--- config.mk ---
export PLATFORM = sky130hd
export DESIGN_NAME = imem_loader
export DESIGN_NICKNAME = d
export VERILOG_FILES = /design/src/rtl/riscv_pkg.sv /design/src/rtl/imem_word_packer.sv /design/src/rtl/imem_loader.sv
export SDC_FILE = /design/constraint.sdc
export NUM_CORES = 1
export LEC_CHECK = 0
export ABC_AREA = 1
export CAP_MARGIN = 20
export CORE_UTILIZATION = 54
export DETAILED_ROUTE_END_ITERATION = 8
export PLACE_DENSITY = 0.95
export SLEW_MARGIN = 10
export SYNTH_ARGS = -nofsm -noshare
export SYNTH_HDL_FRONTEND = slang
export SYNTH_HIERARCHICAL = 1
export SYNTH_SLANG_ARGS = --single-unit
--- constraint.sdc ---
create_clock -name clk -period 3.5 [get_ports clk]
set_clock_uncertainty 0.15 [all_clocks]
set_input_delay 0.7 -clock clk [delete_from_list [all_inputs] [get_ports clk]]
set_output_delay 0.7 -clock clk [all_outputs]
set_load 0.02 [all_outputs]
--- src/rtl/riscv_pkg.sv ---
// Shared constants for the boot-time instruction memory loader.
package riscv_pkg;

   localparam int BYTES_PER_WORD  = 4;
   localparam int IMEM_ADDR_WIDTH = 10;

   localparam logic [1:0] ST_IDLE  = 2'd0;
   localparam logic [1:0] ST_RECV  = 2'd1;
   localparam logic [1:0] ST_WRITE = 2'd2;
   localparam logic [1:0] ST_DONE  = 2'd3;

endpackage

--- src/rtl/imem_word_packer.sv ---
// Packs an incoming byte stream little-endian into one 32-bit word.
module imem_word_packer
   import riscv_pkg::*;
(
   input  logic        clk,
   input  logic        rst,
   input  logic        accept,
   input  logic        clear,
   input  logic [7:0]  byte_data,
   output logic [31:0] word,
   output logic        word_full
);

   logic [1:0] byte_idx;

   // NOTE: sequential state uses non-blocking assignments so every register
   // samples pre-edge values, independent of statement order.
   always_ff @(posedge clk) begin
      if (!rst || clear) begin
         byte_idx <= '0;
         word     <= '0;
      end else if (accept) begin
         word[{byte_idx, 3'b000} +: 8] <= byte_data;
         byte_idx                      <= byte_idx + 2'd1;
      end
   end

   // High on the edge that accepts the last byte of a word; the index wraps to 0 there.
   assign word_full = accept && (byte_idx == 2'(BYTES_PER_WORD - 1));

endmodule

--- src/rtl/imem_loader.sv ---
// Boot loader: streams bytes into instruction memory while holding the core in reset.
module imem_loader
   import riscv_pkg::*;
#(
   parameter int WIDTH      = 32,
   parameter int ADDR_WIDTH = IMEM_ADDR_WIDTH
) (
   input  logic                  clk,
   input  logic                  rst,
   input  logic                  load_start,
   input  logic [ADDR_WIDTH:0]   load_words,
   input  logic                  byte_valid,
   input  logic [7:0]            byte_data,
   output logic                  byte_ready,
   output logic                  imem_we,
   output logic [ADDR_WIDTH-1:0] imem_addr,
   output logic [WIDTH-1:0]      imem_wdata,
   output logic                  core_hold,
   output logic                  busy,
   output logic                  done,
   output logic                  err
);

   localparam logic [ADDR_WIDTH:0] DEPTH = {1'b1, {ADDR_WIDTH{1'b0}}};

   logic [1:0]          state;
   logic [1:0]          next_state;
   logic [ADDR_WIDTH:0] words_q;
   logic [ADDR_WIDTH:0] word_cnt;
   logic [ADDR_WIDTH:0] cnt_inc;
   logic                start_ok;
   logic                accept;
   logic                word_full;
   logic [31:0]         packed_word;

   assign start_ok   = load_start && (load_words != '0) && (load_words <= DEPTH);
   assign byte_ready = (state == ST_RECV);
   assign accept     = byte_valid && byte_ready;
   assign cnt_inc    = word_cnt + 1'b1;

   imem_word_packer u_packer (
      .clk       (clk),
      .rst       (rst),
      .accept    (accept),
      .clear     ((state == ST_IDLE) && start_ok),
      .byte_data (byte_data),
      .word      (packed_word),
      .word_full (word_full)
   );

   // NOTE: next_state gets a default before the case so no path leaves it
   // unassigned, which would otherwise infer a latch.
   always_comb begin
      next_state = state;
      case (state)
         ST_IDLE:  if (start_ok) next_state = ST_RECV;
         ST_RECV:  if (word_full) next_state = ST_WRITE;
         ST_WRITE: next_state = (cnt_inc == words_q) ? ST_DONE : ST_RECV;
         default:  next_state = ST_IDLE;
      endcase
   end

   // Status outputs are registered from next_state so they line up with the state they describe.
   always_ff @(posedge clk) begin
      if (!rst) begin
         state     <= ST_IDLE;
         words_q   <= '0;
         word_cnt  <= '0;
         imem_we   <= 1'b0;
         core_hold <= 1'b0;
         busy      <= 1'b0;
         done      <= 1'b0;
         err       <= 1'b0;
      end else begin
         state     <= next_state;
         imem_we   <= (next_state == ST_WRITE);
         core_hold <= (next_state != ST_IDLE);
         busy      <= (next_state == ST_RECV) || (next_state == ST_WRITE);
         done      <= (next_state == ST_DONE);
         err       <= (state == ST_IDLE) && load_start && !start_ok;
         if ((state == ST_IDLE) && start_ok) begin
            words_q  <= load_words;
            word_cnt <= '0;
         end else if (state == ST_WRITE) begin
            word_cnt <= cnt_inc;
         end
      end
   end

   // The packer register holds the completed word untouched through the WRITE cycle.
   assign imem_addr  = word_cnt[ADDR_WIDTH-1:0];
   assign imem_wdata = packed_word;

endmodule

==> results of run 1 <==
power by group:
part	switching [mW]	internal (mW)	total, mW
logic	0.0792	0.0544	0.134
clock network	0.276	0.388	0.665
registers	0.00740	0.730	0.737
sequential cells by signal, indices dropped and copies added, names as in the netlist:
signal	count
busy	1
core_hold	1
done	1
err	1
imem_we	1
state	2
u_packer/byte_idx	2
u_packer/word	32
word_cnt	11
words_q	11
kinds of logic (layout without fill, tap and decap cells):
family,after synthesis,after routing
simple gates,230,230
xor+xnor,3,3
compound gates,81,81
buf+inv,71,139
flops,63,63
fa+ha+maj,9,9
metrics by stage:
| stage | util | std cells | hold WS, ns |
|---|---|---|---|
| floorplan | - | 457 | 0.293 |
| global placement | 0.689 | 581 | 0.302 |
| detailed placement | 0.689 | 581 | 0.309 |
| CTS | 0.727 | 597 | 0.321 |
| global route | 0.727 | 597 | 0.343 |
| finish | 0.727 | 597 | 0.316 |
cells in the final DEF, fill, tap and decap left out, drive strengths merged:
cell,netlist,final
a21oi,57,57
nand2,125,125
inv,48,48
nor2,56,56
clkinv,2,2
clkbuf,3,14
or2,3,3
and3,1,1
nand4,2,2
bufinv,0,1
o21bai,1,1
xor2,1,1
a21boi,1,1
a211oi,1,1
clkdlybuf4s50,0,70
ha,9,9
dfxtp,63,63
clkinvlp,0,1
xnor2,2,2
nand3,42,42
buf,18,3
nor3,1,1
o21ai,21,21
final timing paths:
path / from / endpoint / slack, ns / depth (start not counted)
setup reg to reg: state[1] / busy / 0.93 / 14
hold reg to reg: words_q[8] / words_q[8] / 0.32 / 2
hold / removal: words_q[8] / words_q[8] / 0.32 / 2
setup / recovery: load_words[1] / u_packer/word[7] / 0.73 / 11
tightest hold or removal path: cells and delay by family (launching register included):
kind	cells	cell delay [ns]
AOI/OAI and AO/OA	1	0.05
buffers and inverters	1	0.06
DFF	1	0.31
metal layers:
metal,global-route usage,up-vias,routed length [µm]
met2,0.462,178,3880
met1,0.310,1439,3210
met4,0.170,0,369
li1,-,1577,-
met3,0.0919,44,701
met5,0,-,0
final cells by class:
cell class | instances | area (µm²) | share of cell area
repair buffers | 73 | 723 | 0.180
flip-flops and latches | 63 | 1260 | 0.313
well taps | 72 | 90.1 | 0.0224
clock buffers | 14 | 173 | 0.0429
inverters | 50 | 188 | 0.0466
clock inverters | 2 | 37.5 | 0.00932
multi-input cells | 323 | 1550 | 0.386
==> metrics.csv, run 1 <==
metric,value,unit
drt-total-wl,8170,µm
path_class,in2reg,
drcViolationCount,0,
portBuffers,70,
track_usage,0.279,
max_freq,361,MHz
slew-limit-headroom,0.516,
syn_inst,457,
synth_top_area_cell,dfxtp_1,
die_y,78.2,µm
grt_max_degree,25,
clock-sinks,63,
postCtsHoldBufs,0,
synth-simple-area-share,0.320,
ir_drop,0.252,mV
crit_buf_inv,4,
tritoncts,built,
cts_max_path_buffers,2,
p_total,1.54,mW
yosysTopAreaCellShare,0.403,
endpoint_kind,flop,
rows,27,
routedWlPerCell,13.7,µm
worst_pin_slew,0.725,ns
pre_cts_slack,0.412,ns
area_growth,28.6,%
vias_per_cell,5.42,
mappedNetlistArea,3130,µm²
drv_slew,0,
synth_ff_type,dfxtp_1,
post_cts_buffers,0,
fin_ws,0.730,ns
rsz0062_at_grt,no,
powerDensity,381,nW/µm²
critPathTopFamily,buffers and inverters,
report.final.setup_viol,0,
final.min_clock_period,2.77,ns
synth_nets,489,
drt-initial-drc-count,251,
drive_above_1_share,0.0667,
synth_area_leaders,"dfxtp_1 (40%), nand2_1 (15%), a21oi_1 (9.1%), nand3_1 (6.4%), nor2_1 (5.8%)",
dr.pass1.iters,5,
synth_cell_type_count,29,
hold_violations,0,
ys_seq_elements,63,
antennaDiodeCount,0,
setup_tns,0,ns
cp_data_arrival_time,2.81,ns
postPlaceCellArea,3820,µm²
overflow,0,
gp_congestion,0.892,
vias,3238,
cp-start-kind,primary input,
die_w,78.2,µm
grt_pass1_wl,13300,µm
cts_resized,0,
clk_latency,0.34,ns
cp.required,3.54,ns
fin_area,4030,µm²
synth_compound_area_frac,0.132,
fin_crit_sh,0.791,
syn_avg_cell_area,6.85,µm²
yosysSeqAreaShare,0.403,
status,"complete, no violations",
nets,552,
grt_pass1_vias,3109,
htree_levels,3,
cts_root_buf,clkbuf_8,
num_io_pins,71,
synth_common_cells,"nand2_1 (121), dfxtp_1 (63), a21oi_1 (57)",
cpPeakStageDelay,0.53,ns
synth_edf_count,0,
yosysMostFrequentCell,nand2_1,
synth_fa_ha_area_frac,0.0360,
p_leak,1.54,nW
cts_buffers,9,
core,5540,µm²
cap_violations,0,
hold_path_class,reg2reg,
synth_top_family_by_area,simple AND/OR/NAND/NOR gates,
nFillCells,419,
start_util,0.565,
slowest_stage,inv_1,
synth_xor_area_frac,0.00839,
postSynth.asyncResetShare,0,
crit_chain,clkdlybuf4s50_1 -> or2_1 -> nor3_2 -> nand2_1 -> nand2_1 -> nand3_2 -> inv_1 -> nor2_1 -> buf_4 -> inv_1 -> a21oi_1,
hpwlAfterDp,5710,µm
die_area,6110,µm²
synthMuxAreaShare,0,
yosys_warnings,6,
path_max_fanout,24,
clk_pin_slew,0.07,ns
ant_nets,0,
grt_antenna_before_repair,0,
Power figures use the tool's default switching activity.
==> run 2, diff against run 1 <==
--- a/config.mk
+++ b/config.mk
@@ -7,9 +7,9 @@
 export LEC_CHECK = 0
 export ABC_AREA = 1
 export CAP_MARGIN = 20
-export CORE_UTILIZATION = 54
+export CORE_UTILIZATION = 50
 export DETAILED_ROUTE_END_ITERATION = 8
-export PLACE_DENSITY = 0.95
+export PLACE_DENSITY = 0.92
 export SLEW_MARGIN = 10
 export SYNTH_ARGS = -nofsm -noshare
 export SYNTH_HDL_FRONTEND = slang
==> constraint.sdc (replaced) <==
create_clock -name clk -period 2.7 [get_ports clk]
set_clock_uncertainty 0.15 [all_clocks]
set_input_delay 0.54 -clock clk [delete_from_list [all_inputs] [get_ports clk]]
set_output_delay 0.54 -clock clk [all_outputs]
set_load 0.02 [all_outputs]
==> run 2 against run 1 <==
Total power up 41%. Combinational power up 34%. Die area up 7.8%. Cell count up 1.2%. Flip-flop and latch count unchanged. Core utilization down 3.7 points. First-iteration DRC count down 31%. Sequential share of layout area down 0.79 points. Design area up 2.6%.
==> metrics.csv, run 2 (synthesis gave the netlist of run 1 again) <==
metric,value,unit,change
status,"complete, no violations",,
nFillCells,469,,+12%
crit_buf_inv,2,,-2
postPlaceCellArea,3870,µm²,+1.5%
slowest_stage,dfxtp_1,,
layout_common_cells,"nand2_1 (121), clkdlybuf4s50_1 (70), dfxtp_1 (63)",,
crit_chain,ha_1 -> nand2_2 -> nor2_1 -> nand2_1 -> nand2_1 -> nand2_1 -> nand2_1 -> nand2_1 -> nor2_1 -> nand3_1 -> nand2_1 -> inv_2 -> ha_1 -> nand2_1 -> inv_1,,
setup_tns,0,ns,unchanged
reg2reg_depth,15,,+1
cpPeakStageDelay,0.49,ns,-0.04 ns
cts_resized,0,,unchanged
grt_antenna_before_repair,0,,unchanged
regToRegSetupSlack,0.19,ns,-0.74 ns
drv_slew,0,,unchanged
tritoncts,built,,
routedWlPerCell,13.3,µm,-2.7%
fin_crit_sh,0.929,,
htree_levels,3,,unchanged
clk_pin_slew,0.07,ns,about the same
rows,28,,+3.7%
crit_top_cell,nand2_1,,
die_w,81.1,µm,+3.8%
grt_pass1_wl,12900,µm,-3.0%
hold_path_class,reg2reg,,
drt-total-wl,8040,µm,-1.6%
path_max_fanout,8,,-67%
final.min_clock_period,2.51,ns,
powerDensity,525,nW/µm²,+38%
post_cts_buffers,0,,unchanged
nets,556,,+0.72%
cp.depth,15,,+4
core,5990,µm²,+8.1%
rr_startpoint,word_cnt[0],,
die_area,6580,µm²,+7.8%
use_met1,0.301,,-0.00888
slew-limit-headroom,0.730,,+0.214
worst_pin_slew,0.404,ns,-0.321 ns
p_leak,1.60,nW,+3.6%
vias_per_cell,5.25,,-3.3%
hold_violations,0,,unchanged
final_common_cell,nand2_1,,
met2_usage,0.450,,-0.0127
crit_path_end,busy,,
portBuffers,70,,unchanged
cap_violations,0,,unchanged
hpwlAfterDp,5770,µm,+1.2%
final-instance-count-excl-fill,604,,+1.2%
clk_latency,0.35,ns,about the same
rsz0062_at_grt,no,,
clock-sinks,63,,unchanged
r2r_end,busy,,
dr.pass1.iters,5,,unchanged
critPathTopFamily,simple AND/OR/NAND/NOR gates,,
ir_drop,0.413,mV,+64%
grt_max_degree,25,,unchanged
overflow,0,,unchanged
cp.required,2.80,ns,-0.74 ns
largest_reg_flops,32,,unchanged
postCtsHoldBufs,0,,unchanged
cp-start-kind,flop,,
largest-register,u_packer/word,,
track_usage,0.261,,-0.0177
vias,3169,,-2.1%
dp_cells,588,,+1.2%
drcViolationCount,0,,unchanged
cts_root_buf,clkbuf_8,,
cts_max_path_buffers,2,,unchanged
drt-initial-drc-count,172,,-31%
grt.met3_usage,0.0483,,-0.0435
reg_top3,"u_packer/word (32), word_cnt (11), words_q (11)",,
start_util,0.523,,-0.0425
grt_pass1_vias,2903,,-6.6%
cts_buffers,9,,unchanged
cp_data_arrival_time,2.60,ns,-0.21 ns
die_y,81.1,µm,+3.8%
ant_nets,0,,unchanged
grt-busiest-layer,met2,,
gp_congestion,0.900,,+0.94%
area_growth,31.9,%,
max_freq,399,MHz,
antennaDiodeCount,0,,unchanged
fin_area,4130,µm²,+2.6%
path_class,reg2reg,,
num_io_pins,71,,unchanged
report.final.setup_viol,0,,unchanged
endpoint_kind,flop,,
drive_above_1_share,0.0775,,+0.0108
critPathLaunch,word_cnt[0],,
final_core_util,0.689,,-0.0373
## run 2: cell count changes in the layout (fill, tap and decap cells not counted), sizes merged
cell,delta
buf,+4
bufinv,+2
clkbuf,-3
clkinv,+2
clkinvlp,-1
## run 2: through the flow
step | power (mW) | hold WS [ns] | worst slack, ns
finish | 2.17 | 0.314 | 0.193
global route | 2.23 | 0.340 | 0.0126
CTS | 2.18 | 0.317 | 0.216
detailed placement | 1.15 | 0.306 | 0.0393
global placement | 1.15 | 0.304 | 0.128
floorplan | 1.07 | 0.293 | 0.607
## run 2: area by class of cell
cell class / count / area (µm²) / share of cell area
clock buffers: 11 / 151 / 0.0367
clock inverters: 5 / 104 / 0.0251
inverters: 50 / 188 / 0.0454
multi-input cells: 323 / 1550 / 0.376
flip-flops and latches: 63 / 1260 / 0.305
well taps: 75 / 93.8 / 0.0227
repair buffers: 77 / 778 / 0.188
## run 2: layer usage
layer / up-vias / routed length, µm / share of wire
met3: 18 / 561 / 0.070
met2: 146 / 3900 / 0.49
met1: 1422 / 3370 / 0.42
li1: 1583 / - / -
met5: - / 0 / 0
met4: 0 / 209 / 0.026
## run 2: how the worst min path moves through the flow
| stage | startpoint | cells past startpoint | slack (ns) | endpoint |
|---|---|---|---|---|
| 3_3_place_gp | u_packer/word[2] | 2 | 0.30 | u_packer/word[2] |
| 4_1_cts | u_packer/word[4] | 2 | 0.32 | u_packer/word[4] |
| 3_5_place_dp | u_packer/word[4] | 2 | 0.31 | u_packer/word[4] |
| 5_1_grt | u_packer/word[28] | 2 | 0.34 | u_packer/word[28] |
| 2_1_floorplan | words_q[1] | 2 | 0.29 | words_q[1] |
| 6_report | u_packer/word[28] | 2 | 0.31 | u_packer/word[28] |
## run 2: tightest hold or removal path, delay by kind of cell (launching register included)
kind / cells / cell delay (ns)
and+or+nand+nor: 1 / 0.06
DFF: 1 / 0.31
AOI/OAI and AO/OA: 1 / 0.05
## run 2: power by group
part	internal (mW)	switching [mW]	total, mW	leakage [nW]
Combinational	0.0771	0.103	0.180	0.957
Sequential	0.946	0.00930	0.955	0.510
Clock	0.663	0.369	1.03	0.130
==> run 3, diff against run 2 <==
--- a/config.mk
+++ b/config.mk
@@ -7,10 +7,11 @@
 export LEC_CHECK = 0
 export ABC_AREA = 1
 export CAP_MARGIN = 20
-export CORE_UTILIZATION = 50
+export CORE_UTILIZATION = 52
+export CTS_BUF_LIST = sky130_fd_sc_hd__clkbuf_8
 export DETAILED_ROUTE_END_ITERATION = 8
-export PLACE_DENSITY = 0.92
-export SLEW_MARGIN = 10
+export PLACE_DENSITY = 0.94
+export SLEW_MARGIN = 20
 export SYNTH_ARGS = -nofsm -noshare
 export SYNTH_HDL_FRONTEND = slang
 export SYNTH_HIERARCHICAL = 1
==> constraint.sdc (replaced) <==
create_clock -name clk -period 2.5 [get_ports clk]
set_clock_uncertainty 0.15 [all_clocks]
set_input_delay 0.5 -clock clk [delete_from_list [all_inputs] [get_ports clk]]
set_output_delay 0.5 -clock clk [all_outputs]
set_load 0.02 [all_outputs]
==> run 3 against run 2 <==
Design area fell by 0.70%. Wire length grew 0.26%. Flip-flop and latch count is the same. Cell count is 0.33% higher. Critical path type is now reg2out. Critical endpoint is now byte_ready. Highest routed layer unchanged.
==> metrics.csv, run 3 (synthesis gave the netlist of run 1 again) <==
metric,value,unit,change
switchingPower,550,µW,+14%
htree_levels,3,,unchanged
holdWs,0.318,ns,+0.00483 ns
seq_power_share,0.487,,+0.046
die_area,6340,µm²,-3.7%
setup_tns,0,ns,unchanged
rows,27,,-3.6%
rr_startpoint,word_cnt[1],,
layout_common_cells,"nand2_1 (120), clkdlybuf4s50_1 (70), dfxtp_1 (62)",,
critPathTopFamily,buffers and inverters,,
path_max_fanout,4,,-4
nets,561,,+0.90%
fin_ws,0.188,ns,-0.00479 ns
drive_above_1_share,0.0899,,+0.0124
p_comb_frac,0.093,,+0.010
vias,3200,,+0.98%
cp.required,1.85,ns,-0.95 ns
slew-limit-headroom,0.759,,+0.0290
area_growth,31.0,%,
grt_antenna_before_repair,0,,unchanged
grt_max_degree,25,,unchanged
largest-register,u_packer/word,,
final.min_clock_period,2.31,ns,
clock-sinks,63,,unchanged
cpPeakStageDelay,0.65,ns,+0.16 ns
track_usage,0.269,,+0.00762
clk_latency,0.35,ns,about the same
status,"complete, no violations",,
drt-total-wl,8060,µm,+0.26%
drt-initial-drc-count,234,,+36%
die_w,79.6,µm,-1.9%
final_common_cell,nand2_1,,
endpoint_kind,primary output,,
grt_pass1_vias,3004,,+3.5%
r2r_end,busy,,
p_clk_frac,0.419,,-0.057
drcViolationCount,0,,unchanged
path_class,reg2out,,
routedWlPerCell,13.3,µm,about the same
pre_cts_slack,-0.0201,ns,-0.0594 ns
antennaDiodeCount,0,,unchanged
hold_violations,0,,unchanged
ff_latch_area,1260,µm²,about the same
crit_path_end,byte_ready,,
cp_data_arrival_time,1.66,ns,-0.94 ns
drv_slew,0,,unchanged
regToRegSetupSlack,0.21,ns,+0.02 ns
grt_pass1_wl,13100,µm,+1.4%
cts_max_path_buffers,2,,unchanged
core,5640,µm²,-5.8%
max_freq,433,MHz,
reg2reg_depth,15,,unchanged
clk_pin_slew,0.07,ns,about the same
powerDensity,516,nW/µm²,-1.6%
hold_path_class,reg2reg,,
multi_input_area,1560,µm²,+0.32%
cp.depth,3,,-12
cts_buffers,9,,unchanged
ant_nets,0,,unchanged
overflow,0,,unchanged
intPower,1.57,mW,-7.1%
rsz0062_at_grt,no,,
vias_per_cell,5.28,,+0.64%
fin_crit_sh,0.925,,
report.final.setup_viol,0,,unchanged
reg_top3,"u_packer/word (32), word_cnt (11), words_q (11)",,
largest_reg_flops,32,,unchanged
start_util,0.555,,+0.0323
crit_chain,inv_1 -> nor2_1 -> clkdlybuf4s50_1,,
portBuffers,70,,unchanged
num_io_pins,71,,unchanged
p_leak,1.58,nW,-1.1%
crit_buf_inv,2,,unchanged
worst_pin_slew,0.361,ns,-0.0429 ns
nFillCells,424,,-9.6%
ir_drop,0.348,mV,-16%
cp-start-kind,flop,,
tritoncts,built,,
critPathLaunch,state[0],,
hpwlAfterDp,5820,µm,+0.85%
slowest_stage,clkdlybuf4s50_1,,
cap_violations,0,,unchanged
cts_root_buf,clkbuf_8,,
gp_congestion,0.859,,-4.6%
dr.pass1.iters,6,,+1
p_sw_frac,0.260,,+0.0376
die_y,79.6,µm,-1.9%
p_total,2.12,mW,-2.3%
==> run 3: through the flow <==
step | utilization | instances | area (µm²)
after floorplan | - | 457 | 3130
after detailed placement | 0.691 | 590 | 3900
after CTS | 0.726 | 606 | 4100
after global placement | 0.691 | 590 | 3900
after global routing | 0.727 | 606 | 4100
final | 0.727 | 606 | 4100
==> run 3: worst min-delay path by stage <==
stage                            startpoint                 to  slack [ns]  depth (start not counted)
final                     u_packer/word[29]  u_packer/word[29]        0.32                          2
after detailed placement         words_q[5]         words_q[5]        0.31                          2
after floorplan                  words_q[1]         words_q[1]        0.29                          2
after global routing             words_q[6]         words_q[6]        0.35                          2
after CTS                 u_packer/word[29]  u_packer/word[29]        0.32                          2
after global placement     u_packer/word[2]   u_packer/word[2]        0.30                          2
==> run 3: layer usage <==
layer,wire [µm],global-route usage
met5,0,0
met4,168,0.138
met3,646,0.0503
met2,4090,0.487
met1,3150,0.296
==> run 3: tightest hold or removal path: stages (launching register included) <==
cell and delay, ns:
dfxtp_1 0.31, nand2_1 0.06, a21oi_1 0.06
==> run 3: area by class of cell <==
type | instances | area share
clock inverter | 7 | 0.0183
sequential | 63 | 0.308
timing repair buffer | 82 | 0.196
clock buffer | 9 | 0.0302
inverter | 50 | 0.0458
tap | 72 | 0.0220
multi-input combinational | 323 | 0.380
==> run 3: timing repair <==
item,4_1_cts,5_1_grt
hold buffers,0,0
setup buffers,0,0
setup endpoints to repair,0,1
gates resized for setup,0,3
==> run 3: power by group through the flow <==
stage	clock network (mW)	registers (mW)	logic, mW
finish	0.888	1.03	0.198
global route	0.936	1.03	0.216
CTS	0.890	1.03	0.196
detailed placement	0	1.05	0.191
global placement	0	1.05	0.186
floorplan	0	1.06	0.101
